File: src/rtl/spi_pkg.sv
// rtl/spi_pkg.sv - shared types, defaults and frame-length helper for spi_master_multi
package spi_pkg;

    localparam int DEF_DATA_W = 8;
    localparam int DEF_DVSR_W = 16;
    localparam int DEF_NUM_SS = 4;

    typedef enum logic [2:0] {
        IDLE     = 3'd0,
        CPHA_DLY = 3'd1,
        P0       = 3'd2,
        P1       = 3'd3,
        DONE     = 3'd4
    } state_e;

    // Cycles from the accepting clock cycle to the cycle carrying the done tick.
    function automatic int frame_cycles(input int data_w, input int dvsr, input logic cpha);
        if (cpha)
            return (2 * data_w + 1) * (dvsr + 1) + 1;
        return 2 * data_w * (dvsr + 1) + 1;
    endfunction

endpackage

File: src/rtl/spi_master_multi_if.sv
// rtl/spi_master_multi_if.sv - control-side request/response bundle of spi_master_multi
interface spi_master_multi_if #(
    parameter int DATA_W = 8,
    parameter int DVSR_W = 16,
    parameter int SS_W   = 2
);
    logic [DATA_W-1:0] din_i;
    logic [DVSR_W-1:0] dvsr_i;
    logic              start_i;
    logic              cpol_i;
    logic              cpha_i;
    logic [SS_W-1:0]   ss_sel_i;
    logic [DATA_W-1:0] dout_o;
    logic              ready_o;
    logic              spi_done_tick_o;

    modport master (
        output din_i, dvsr_i, start_i, cpol_i, cpha_i, ss_sel_i,
        input  dout_o, ready_o, spi_done_tick_o
    );

    modport slave (
        input  din_i, dvsr_i, start_i, cpol_i, cpha_i, ss_sel_i,
        output dout_o, ready_o, spi_done_tick_o
    );
endinterface

File: src/rtl/spi_clk_div.sv
// rtl/spi_clk_div.sv - half-period counter; half_tick_o marks the last cycle of each half period
module spi_clk_div #(
    parameter int DVSR_W = 16
) (
    input  logic              clk_i,
    input  logic              reset_ni,
    input  logic              clr_i,
    input  logic              en_i,
    input  logic [DVSR_W-1:0] dvsr_i,
    output logic              half_tick_o
);
    logic [DVSR_W-1:0] cnt_q;

    // Equality compare at full width: the counter wraps to 0 before it can overflow.
    assign half_tick_o = en_i && (cnt_q == dvsr_i);

    always_ff @(posedge clk_i or negedge reset_ni) begin
        if (!reset_ni)
            cnt_q <= '0;
        else if (clr_i || half_tick_o)
            cnt_q <= '0;
        else if (en_i)
            cnt_q <= cnt_q + DVSR_W'(1);
    end
endmodule

File: src/rtl/spi_master_multi.sv
// rtl/spi_master_multi.sv - multi-slave SPI master, all CPOL/CPHA modes; SPI_MASTER_LSB_FIRST_EN adds lsb_first_i
module spi_master_multi
    import spi_pkg::*;
#(
    parameter int DATA_W = DEF_DATA_W,
    parameter int DVSR_W = DEF_DVSR_W,
    parameter int NUM_SS = DEF_NUM_SS,
    parameter int SS_W   = (NUM_SS > 1) ? $clog2(NUM_SS) : 1
) (
    input  logic              clk_i,
    input  logic              reset_ni,
    spi_master_multi_if.slave bus,
`ifdef SPI_MASTER_LSB_FIRST_EN
    input  logic              lsb_first_i,
`endif
    input  logic              miso_i,
    output logic              sclk_o,
    output logic              mosi_o,
    output logic [NUM_SS-1:0] ss_n_o
);
    localparam int BIT_W = $clog2(DATA_W);

    state_e            state_q, state_d;
    logic [DVSR_W-1:0] dvsr_q, dvsr_d;
    logic              cpol_q, cpol_d, cpha_q, cpha_d, lsb_q, lsb_d;
    logic [SS_W-1:0]   ss_sel_q, ss_sel_d;
    logic [DATA_W-1:0] tx_q, tx_d, rx_q, rx_d, dout_q, dout_d;
    logic [BIT_W-1:0]  bit_q, bit_d;
    logic              sclk_q, sclk_d, mosi_q, mosi_d, ready_q, ready_d, done_q, done_d;
    logic [NUM_SS-1:0] ss_n_q, ss_n_d;
    logic              lsb_in, half_tick, accept, active_d, phase_d;

`ifdef SPI_MASTER_LSB_FIRST_EN
    assign lsb_in = lsb_first_i;
`else
    assign lsb_in = 1'b0;
`endif

    assign accept = (state_q == IDLE) && bus.start_i;

    spi_clk_div #(.DVSR_W(DVSR_W)) u_clk_div (
        .clk_i       (clk_i),
        .reset_ni    (reset_ni),
        .clr_i       (accept),
        .en_i        ((state_q == CPHA_DLY) || (state_q == P0) || (state_q == P1)),
        .dvsr_i      (dvsr_q),
        .half_tick_o (half_tick)
    );

    always_comb begin
        state_d  = state_q;
        dvsr_d   = dvsr_q;
        cpol_d   = cpol_q;
        cpha_d   = cpha_q;
        lsb_d    = lsb_q;
        ss_sel_d = ss_sel_q;
        tx_d     = tx_q;
        rx_d     = rx_q;
        bit_d    = bit_q;
        dout_d   = dout_q;
        unique case (state_q)
            IDLE: begin
                if (bus.start_i) begin
                    dvsr_d   = bus.dvsr_i;
                    cpol_d   = bus.cpol_i;
                    cpha_d   = bus.cpha_i;
                    lsb_d    = lsb_in;
                    ss_sel_d = bus.ss_sel_i;
                    tx_d     = bus.din_i;
                    rx_d     = '0;
                    bit_d    = '0;
                    state_d  = bus.cpha_i ? CPHA_DLY : P0;
                end
            end
            CPHA_DLY: if (half_tick) state_d = P0;
            P0: begin
                if (half_tick) begin
                    rx_d    = lsb_q ? {miso_i, rx_q[DATA_W-1:1]} : {rx_q[DATA_W-2:0], miso_i};
                    state_d = P1;
                end
            end
            P1: begin
                if (half_tick) begin
                    if (bit_q == BIT_W'(DATA_W - 1)) begin
                        dout_d  = rx_q;
                        state_d = DONE;
                    end else begin
                        bit_d   = bit_q + BIT_W'(1);
                        tx_d    = lsb_q ? (tx_q >> 1) : (tx_q << 1);
                        state_d = P0;
                    end
                end
            end
            DONE:    state_d = IDLE;
            default: state_d = IDLE;
        endcase

        // Pin outputs are derived from the next state so they register in step with it.
        active_d = (state_d == CPHA_DLY) || (state_d == P0) || (state_d == P1);
        phase_d  = ((state_d == P1) && !cpha_d) || ((state_d == P0) && cpha_d);
        sclk_d   = phase_d ^ cpol_d;
        mosi_d   = active_d ? (lsb_d ? tx_d[0] : tx_d[DATA_W-1]) : 1'b0;
        ss_n_d   = active_d ? ~(NUM_SS'(1) << ss_sel_d) : '1;
        ready_d  = (state_d == IDLE) || (state_d == DONE);
        done_d   = (state_d == DONE);
    end

    always_ff @(posedge clk_i or negedge reset_ni) begin
        if (!reset_ni) begin
            state_q  <= IDLE;
            dvsr_q   <= '0;
            cpol_q   <= 1'b0;
            cpha_q   <= 1'b0;
            lsb_q    <= 1'b0;
            ss_sel_q <= '0;
            tx_q     <= '0;
            rx_q     <= '0;
            bit_q    <= '0;
            dout_q   <= '0;
            sclk_q   <= 1'b0;
            mosi_q   <= 1'b0;
            ss_n_q   <= '1;
            ready_q  <= 1'b1;
            done_q   <= 1'b0;
        end else begin
            state_q  <= state_d;
            dvsr_q   <= dvsr_d;
            cpol_q   <= cpol_d;
            cpha_q   <= cpha_d;
            lsb_q    <= lsb_d;
            ss_sel_q <= ss_sel_d;
            tx_q     <= tx_d;
            rx_q     <= rx_d;
            bit_q    <= bit_d;
            dout_q   <= dout_d;
            sclk_q   <= sclk_d;
            mosi_q   <= mosi_d;
            ss_n_q   <= ss_n_d;
            ready_q  <= ready_d;
            done_q   <= done_d;
        end
    end

    // While idle the clock pin follows the live polarity input.
    assign sclk_o              = (state_q == IDLE) ? bus.cpol_i : sclk_q;
    assign mosi_o              = mosi_q;
    assign ss_n_o              = ss_n_q;
    assign bus.dout_o          = dout_q;
    assign bus.ready_o         = ready_q;
    assign bus.spi_done_tick_o = done_q;
endmodule

File: src/flat_wrapper.sv
// flat-port wrapper written by rule: the top's interface ports become plain ports
module spi_master_multi_flat import spi_pkg::*;
#(
    parameter int DATA_W = DEF_DATA_W,
    parameter int DVSR_W = DEF_DVSR_W,
    parameter int NUM_SS = DEF_NUM_SS,
    parameter int SS_W   = (NUM_SS > 1) ? $clog2(NUM_SS) : 1
)
  (clk_i, reset_ni, miso_i, sclk_o, mosi_o, ss_n_o, bus_din_i, bus_dvsr_i, bus_start_i, bus_cpol_i, bus_cpha_i, bus_ss_sel_i, bus_dout_o, bus_ready_o, bus_spi_done_tick_o);
  spi_master_multi_if #(.DATA_W(DATA_W), .DVSR_W(DVSR_W), .SS_W(SS_W)) bus_i ();
  input  logic clk_i;
  input  logic reset_ni;
  input  logic miso_i;
  output logic sclk_o;
  output logic mosi_o;
  output logic [NUM_SS-1:0] ss_n_o;
  input wire logic [$bits(bus_i.din_i)-1:0] bus_din_i;
  input wire logic [$bits(bus_i.dvsr_i)-1:0] bus_dvsr_i;
  input wire logic [$bits(bus_i.start_i)-1:0] bus_start_i;
  input wire logic [$bits(bus_i.cpol_i)-1:0] bus_cpol_i;
  input wire logic [$bits(bus_i.cpha_i)-1:0] bus_cpha_i;
  input wire logic [$bits(bus_i.ss_sel_i)-1:0] bus_ss_sel_i;
  output wire logic [$bits(bus_i.dout_o)-1:0] bus_dout_o;
  output wire logic [$bits(bus_i.ready_o)-1:0] bus_ready_o;
  output wire logic [$bits(bus_i.spi_done_tick_o)-1:0] bus_spi_done_tick_o;
  assign bus_i.din_i = bus_din_i;
  assign bus_i.dvsr_i = bus_dvsr_i;
  assign bus_i.start_i = bus_start_i;
  assign bus_i.cpol_i = bus_cpol_i;
  assign bus_i.cpha_i = bus_cpha_i;
  assign bus_i.ss_sel_i = bus_ss_sel_i;
  assign bus_dout_o = bus_i.dout_o;
  assign bus_ready_o = bus_i.ready_o;
  assign bus_spi_done_tick_o = bus_i.spi_done_tick_o;
  spi_master_multi #(.DATA_W(DATA_W), .DVSR_W(DVSR_W), .NUM_SS(NUM_SS), .SS_W(SS_W)) u_core (.clk_i(clk_i), .reset_ni(reset_ni), .bus(bus_i), .miso_i(miso_i), .sclk_o(sclk_o), .mosi_o(mosi_o), .ss_n_o(ss_n_o));
endmodule
File: config.mk
export PLATFORM = sky130hd
export DESIGN_NAME = spi_master_multi_flat
export DESIGN_NICKNAME = d
export VERILOG_FILES = /design/src/rtl/spi_pkg.sv /design/src/rtl/spi_master_multi_if.sv /design/src/rtl/spi_clk_div.sv /design/src/rtl/spi_master_multi.sv /design/src/flat_wrapper.sv
export SDC_FILE = /design/constraint.sdc
export NUM_CORES = 1
export LEC_CHECK = 0
export ABC_AREA = 1
export ABC_CLOCK_PERIOD_IN_PS = 2650
export CORE_MARGIN = 2
export CORE_UTILIZATION = 44
export CTS_CLUSTER_DIAMETER = 60
export DETAILED_ROUTE_END_ITERATION = 8
export GPL_ROUTABILITY_DRIVEN = 0
export PLACE_DENSITY_LB_ADDON = 0.05
export SYNTH_ARGS = -nofsm -noshare
export SYNTH_HDL_FRONTEND = slang
export SYNTH_SLANG_ARGS = --single-unit
File: constraint.sdc
create_clock -name clk_i -period 2.65 [get_ports clk_i]
set_clock_uncertainty 0.05 [all_clocks]
set_input_delay 0.265 -clock clk_i [delete_from_list [all_inputs] [get_ports clk_i]]
set_output_delay 0.265 -clock clk_i [all_outputs]
set_load 0.005 [all_outputs]
After elaboration in Yosys (flattened, before gate mapping)
Index checks and enable logic that the tools add are counted.

Add/sub/neg operators: 2. Equality and inequality tests: 13. Shifts and indexed selects: 1. Mux-type cells: 34. Bitwise gates (word level): 2. Reduce and logical (&&, ||, !) cells: 21.

Operator list (number): 2-to-1 mux 8 bit (7); 2-to-1 mux 16 bit (2); one-hot mux 8 bit (2 select lines) (2); 2-to-1 mux 3 bit (8); adder 16 x 1 -> 16 bit, second input constant (1); equality test 16 bit (1); equality test 3 x 2 -> 1 bit, second input constant (4); one-hot mux 3 bit (4 select lines) (1); 2-to-1 mux 1 bit (9); != test 2 bit, second input constant (4); logical OR 1 bit (7); equality test 3 x 1 -> 1 bit, second input constant (2); equality test 3 bit, second input constant (2); logical NOT 3 bit (2); 2-to-1 mux 2 bit (3); one-hot mux 3 bit (2 select lines) (1); AND reduction 3 bit (2); nonzero test 2 bit (3); logical AND 1 bit (4); 2-to-1 mux 4 bit (1); NOT 4 bit (1); AND reduction 4 bit (1); << shifter 1 x 2 -> 4 bit, first input constant (1); adder 3 x 1 -> 3 bit, second input constant (1); other kinds (3) (3).

Register bits: 75. Bits of input ports: 32. Logic and storage cells: 90.

Longest topological paths before layout
Depth after elaboration: 10. Mapped depth: 14.

Cells and area by module
From an unflattened synthesis, not the netlist that was laid out.

Cells, all modules: 543. Area, all modules: 4170.2 um2.

Modules (own cells, without submodules): spi_master_multi (instances 1, cells each 328, area each 2806.4 um2, sequential area each 1482.7 um2); spi_clk_div (instances 1, cells each 215, area each 1363.8 um2, sequential area each 400.4 um2).

Least setup slack after synthesis
Ideal clock, no wire load.

Path type: register to register. Start point: register u_core.u_clk_div.cnt_q[0]. End point: register u_core.u_clk_div.cnt_q[12]. Setup time: 0.123 ns. Arrival time: 1.484 ns. Data required time: 2.477 ns. Path slack: 0.993 ns. Stages on the path, launching flop included: 11. Clock period less this slack: 1.657 ns. Path through: dfrtp_1 > ha_1 > nand2_1 > nor2_1 > nand2_1 > nor2_1 > nand3_1 > nor4_1 > nand2_1 > o21ai_0 > a21oi_1.

Longest elaborated chain between the ends: 4.

RTL lines: from (decl) (RTL line spi_clk_div.sv:12) `logic [DVSR_W-1:0] cnt_q;`; from (signal assigned) (RTL line spi_clk_div.sv:23) `cnt_q <= cnt_q + DVSR_W'(1);`; parallel branches: the longest is 4 deep, another holds adder 16 x 1 -> 16 bit.

Several ways; the timed one is not identified. The select of a mux whose other input is x is not followed. A chain may end at the register's enable or synchronous reset.

Worst setup path in the final report
Start point: register u_core.state_q[1]. End point: output port sclk_o.

Longest elaborated chain between the ends: 2.

RTL lines: from (decl) (RTL line spi_master_multi.sv:23) `state_e state_q, state_d;`; from (signal assigned) (RTL line spi_master_multi.sv:126) `state_q <= state_d;`; logical NOT 3 bit (RTL line spi_master_multi.sv:145) `assign sclk_o = (state_q == IDLE) ? bus.cpol_i : sclk_q;`; 2-to-1 mux 1 bit (RTL line spi_master_multi.sv:145); to (decl) (RTL line flat_wrapper.sv:14) `output logic sclk_o;`.

No other way between the ends.

==> impl_metrics.tcl <==
set metrics [dict create \
    synth_ff_type "dfrtp_1" \
    cts_setup_buffers 0 \
    status "finished with violations" \
    cts.repair.resized 0 \
    h-tree-depth 3 \
    vdd_ir_drop_max_v 0.0004074 \
    timing.rr.start "u_core.u_clk_div.cnt_q[7]" \
    cp.required_ns 2.34 \
    area_growth_pct 21.74 \
    drc 0 \
    rsz0062_at_grt "no" \
    grt_pass1_wl_um 13480 \
    min_period_ns 2.141 \
    synth_edf_count 0 \
    clock_sinks 75 \
    dr.pass1.iters 4 \
    final-setup-viol-count 0 \
    whs_ns -0.01387 \
    grt_max_degree 76 \
    final_util_pct 55.58 \
    combPwrFrac_pct 34.7 \
    synth_top_area_share_pct 46.47 \
    die_w_um 96.56 \
    viasPerCell 4.867 \
    cp-end-kind "output pin" \
    vias 3105 \
    cts_root_buf "clkbuf_8" \
    syn_area_per_cell_um2 7.920 \
    synthTopCellsByArea "dfrtp_1 (46%), nand2_1 (15%), inv_1 (5.5%)" \
    synth-seq-cells 75 \
    start_kind "flip-flop" \
    cts_tree "built" \
    clock_path_buffers 2 \
    clk_latency_ns 0.36 \
    holdCritPathClass "in2async" \
    synth-seq-area-share_pct 49.95 \
    wirelength_um 7858 \
    antenna_left 0 \
    slew_violations 0 \
    ioPinCount 48 \
    initial_utilization_pct 45.65 \
    ys_types 35 \
    critical_path.max_fanout 5 \
    p_sw_uw 1575 \
    io_buffers 47 \
    dieArea_um2 9324 \
    slew_headroom_pct 35.29 \
    finalSetupTns_ns 0 \
    hold_viol_final 7 \
    grt_overflow 0 \
    wl_per_cell_um 12.32 \
    rows 33 \
    synth_top_area_cell "dfrtp_1" \
    p_leak_uw 0.002166 \
    swShare_pct 36.25 \
    syn_inst 476 \
    maxCapViolations 0 \
    powerDensity_nw_per_um2 946.5 \
    fmax_mhz 467.2 \
    period_share_pct 80.78 \
    worstSetupStartpoint "u_core.state_q[1]" \
    fin_nets 563 \
    clk_transition_reported_paths_ns 0.09 \
    antenna_found_initial 0 \
    cell_internal_pwr_uw 2770 \
    synth_nets 511 \
    violations "hold timing" \
    seqPwrFrac_pct 40.4 \
    grt_usage_pct 18.76 \
    die_h_um 96.56 \
    critPathKind "reg2out" \
    pwr-share-clk_pct 24.9 \
    place_area_um2 4347 \
    antennaDiodeCount 0 \
    pre_cts_ws_ns 0.5064 \
    fillers 820 \
    hpwl_um 5497 \
    cts_made_buffers 9 \
    finalInstanceArea_um2 4589 \
    first_iter_violations 133 \
    setup_ws_ns 0.5094 \
    async_flop_share_pct 100.0 \
    grt_pass1_vias 2991 \
    final_layout_size_suffix_gt1_share_pct 11.44 \
    crit_arrival_ns 1.83 \
    worst_pin_slew_ns 0.9706 \
    yosys_warnings 0 \
    postCtsHoldBufs 0 \
    syn_area_um2 3770 \
    core_area_um2 8258 \
]
==> cell families after synthesis <==
logic type               synth area share, %
flip-flops                             49.95
AND/OR/NAND/NOR                        28.34
multiplexers                          0.2987
AO/OA/AOI/OAI                          10.72
buffers and inverters                  8.065
adder cells (fa/ha/maj)               0.9958
XOR/XNOR                               1.626
==> through the flow <==
step,total power (uW),instances
2_1_floorplan,2847,476
3_3_place_gp,3272,622
3_5_place_dp,3299,622
4_1_cts,4404,638
5_1_grt,4731,638
6_report,4344,638
==> worst max-delay path, cell delays in order, from the launching register on <==
cell and delay [ns]:
dfrtp_1 0.41, inv_1 0.09, nand2_2 0.17, mux2_2 0.35
clkdlybuf4s50_1 0.45
==> cell type report <==
type	instances	area, um2	area share [%]
Tap cell	105	131.4	2.863
Timing Repair Buffer	51	498.0	10.85
Clock buffer	10	127.6	2.781
Clock inverter	6	115.1	2.508
Multi-Input combinational cell	324	1583	34.49
Inverter	67	251.5	5.480
Sequential cell	75	1883	41.03
==> power groups by stage <==
| stage | Sequential (uW) | Clock, uW | Combinational (uW) |
|---|---|---|---|
| after floorplan | 1730 | 0 | 1120 |
| after global placement | 1770 | 0 | 1500 |
| after detailed placement | 1770 | 0 | 1530 |
| after CTS | 1760 | 1110 | 1540 |
| after global routing | 1800 | 1150 | 1780 |
| final | 1750 | 1080 | 1510 |
==> routing by layer <==
layer	track usage, %	wire [um]
met4	8.451	135
met5	0	0
met1	24.60	3870
met2	30.56	3581
met3	3.103	271
==> worst paths after layout <==
check | to | slack (ns) | cells past startpoint
worst max-delay path | sclk_o | 0.51 | 4
worst min-delay path | u_core.bus.dout_o[4] | -0.01 | 1
worst max register to register | u_core.u_clk_div.cnt_q[12] | 0.67 | 11
worst min register to register | u_core.bus.dout_o[0] | 0.44 | 2
max in group asynchronous | u_core.rx_q[2] | 1.91 | 1
min in group clk_i | u_core.dvsr_q[10] | 0.40 | 3
==> cells in the final DEF, fill, tap and decap left out, types with 2 or more instances in the layout <==
cell type / instances
bufinv_16: 3
nand3_1: 25
ha_1: 3
clkinv_4: 2
clkdlybuf4s50_1: 46
nor2_4: 4
nor2_2: 5
nand2_2: 3
xor2_1: 7
dfstp_2: 5
a21oi_1: 10
o21ai_0: 39
clkbuf_8: 9
nand2_1: 154
nor2_1: 27
nor4_1: 3
inv_2: 12
a221oi_1: 2
nor3_1: 8
buf_4: 5
or2_2: 3
a22o_1: 2
dfrtp_1: 70
a21oi_2: 2
nor3_2: 2
o21ai_1: 13
nand4_1: 5
inv_1: 55
==> sequential cells by signal (all words and copies together) (netlist names), 2 cells and up <==
signal / count
u_core.bit_q: 3
u_core.bus.dout_o: 8
u_core.dvsr_q: 16
u_core.rx_q: 8
u_core.ss_n_o: 4
u_core.ss_sel_q: 2
u_core.state_q: 3
u_core.tx_q: 8
u_core.u_clk_div.cnt_q: 16
==> synthesized netlist by cell type (3+ instances only) <==
| cell | n |
|---|---|
| ha_1 | 3 |
| or2_2 | 3 |
| nor4_1 | 3 |
| xor2_1 | 7 |
| nor3_1 | 8 |
| o21ai_0 | 39 |
| o21ai_1 | 13 |
| nand2_2 | 3 |
| dfrtp_1 | 70 |
| nor2_1 | 27 |
| nand2_1 | 154 |
| nand3_1 | 25 |
| nand4_1 | 5 |
| nor2_2 | 5 |
| inv_1 | 55 |
| nor2_4 | 4 |
| buf_2 | 3 |
| dfstp_2 | 5 |
| inv_2 | 12 |
| clkbuf_1 | 4 |
| a21oi_1 | 10 |
Note: power is estimated with default switching activity, not from simulation.
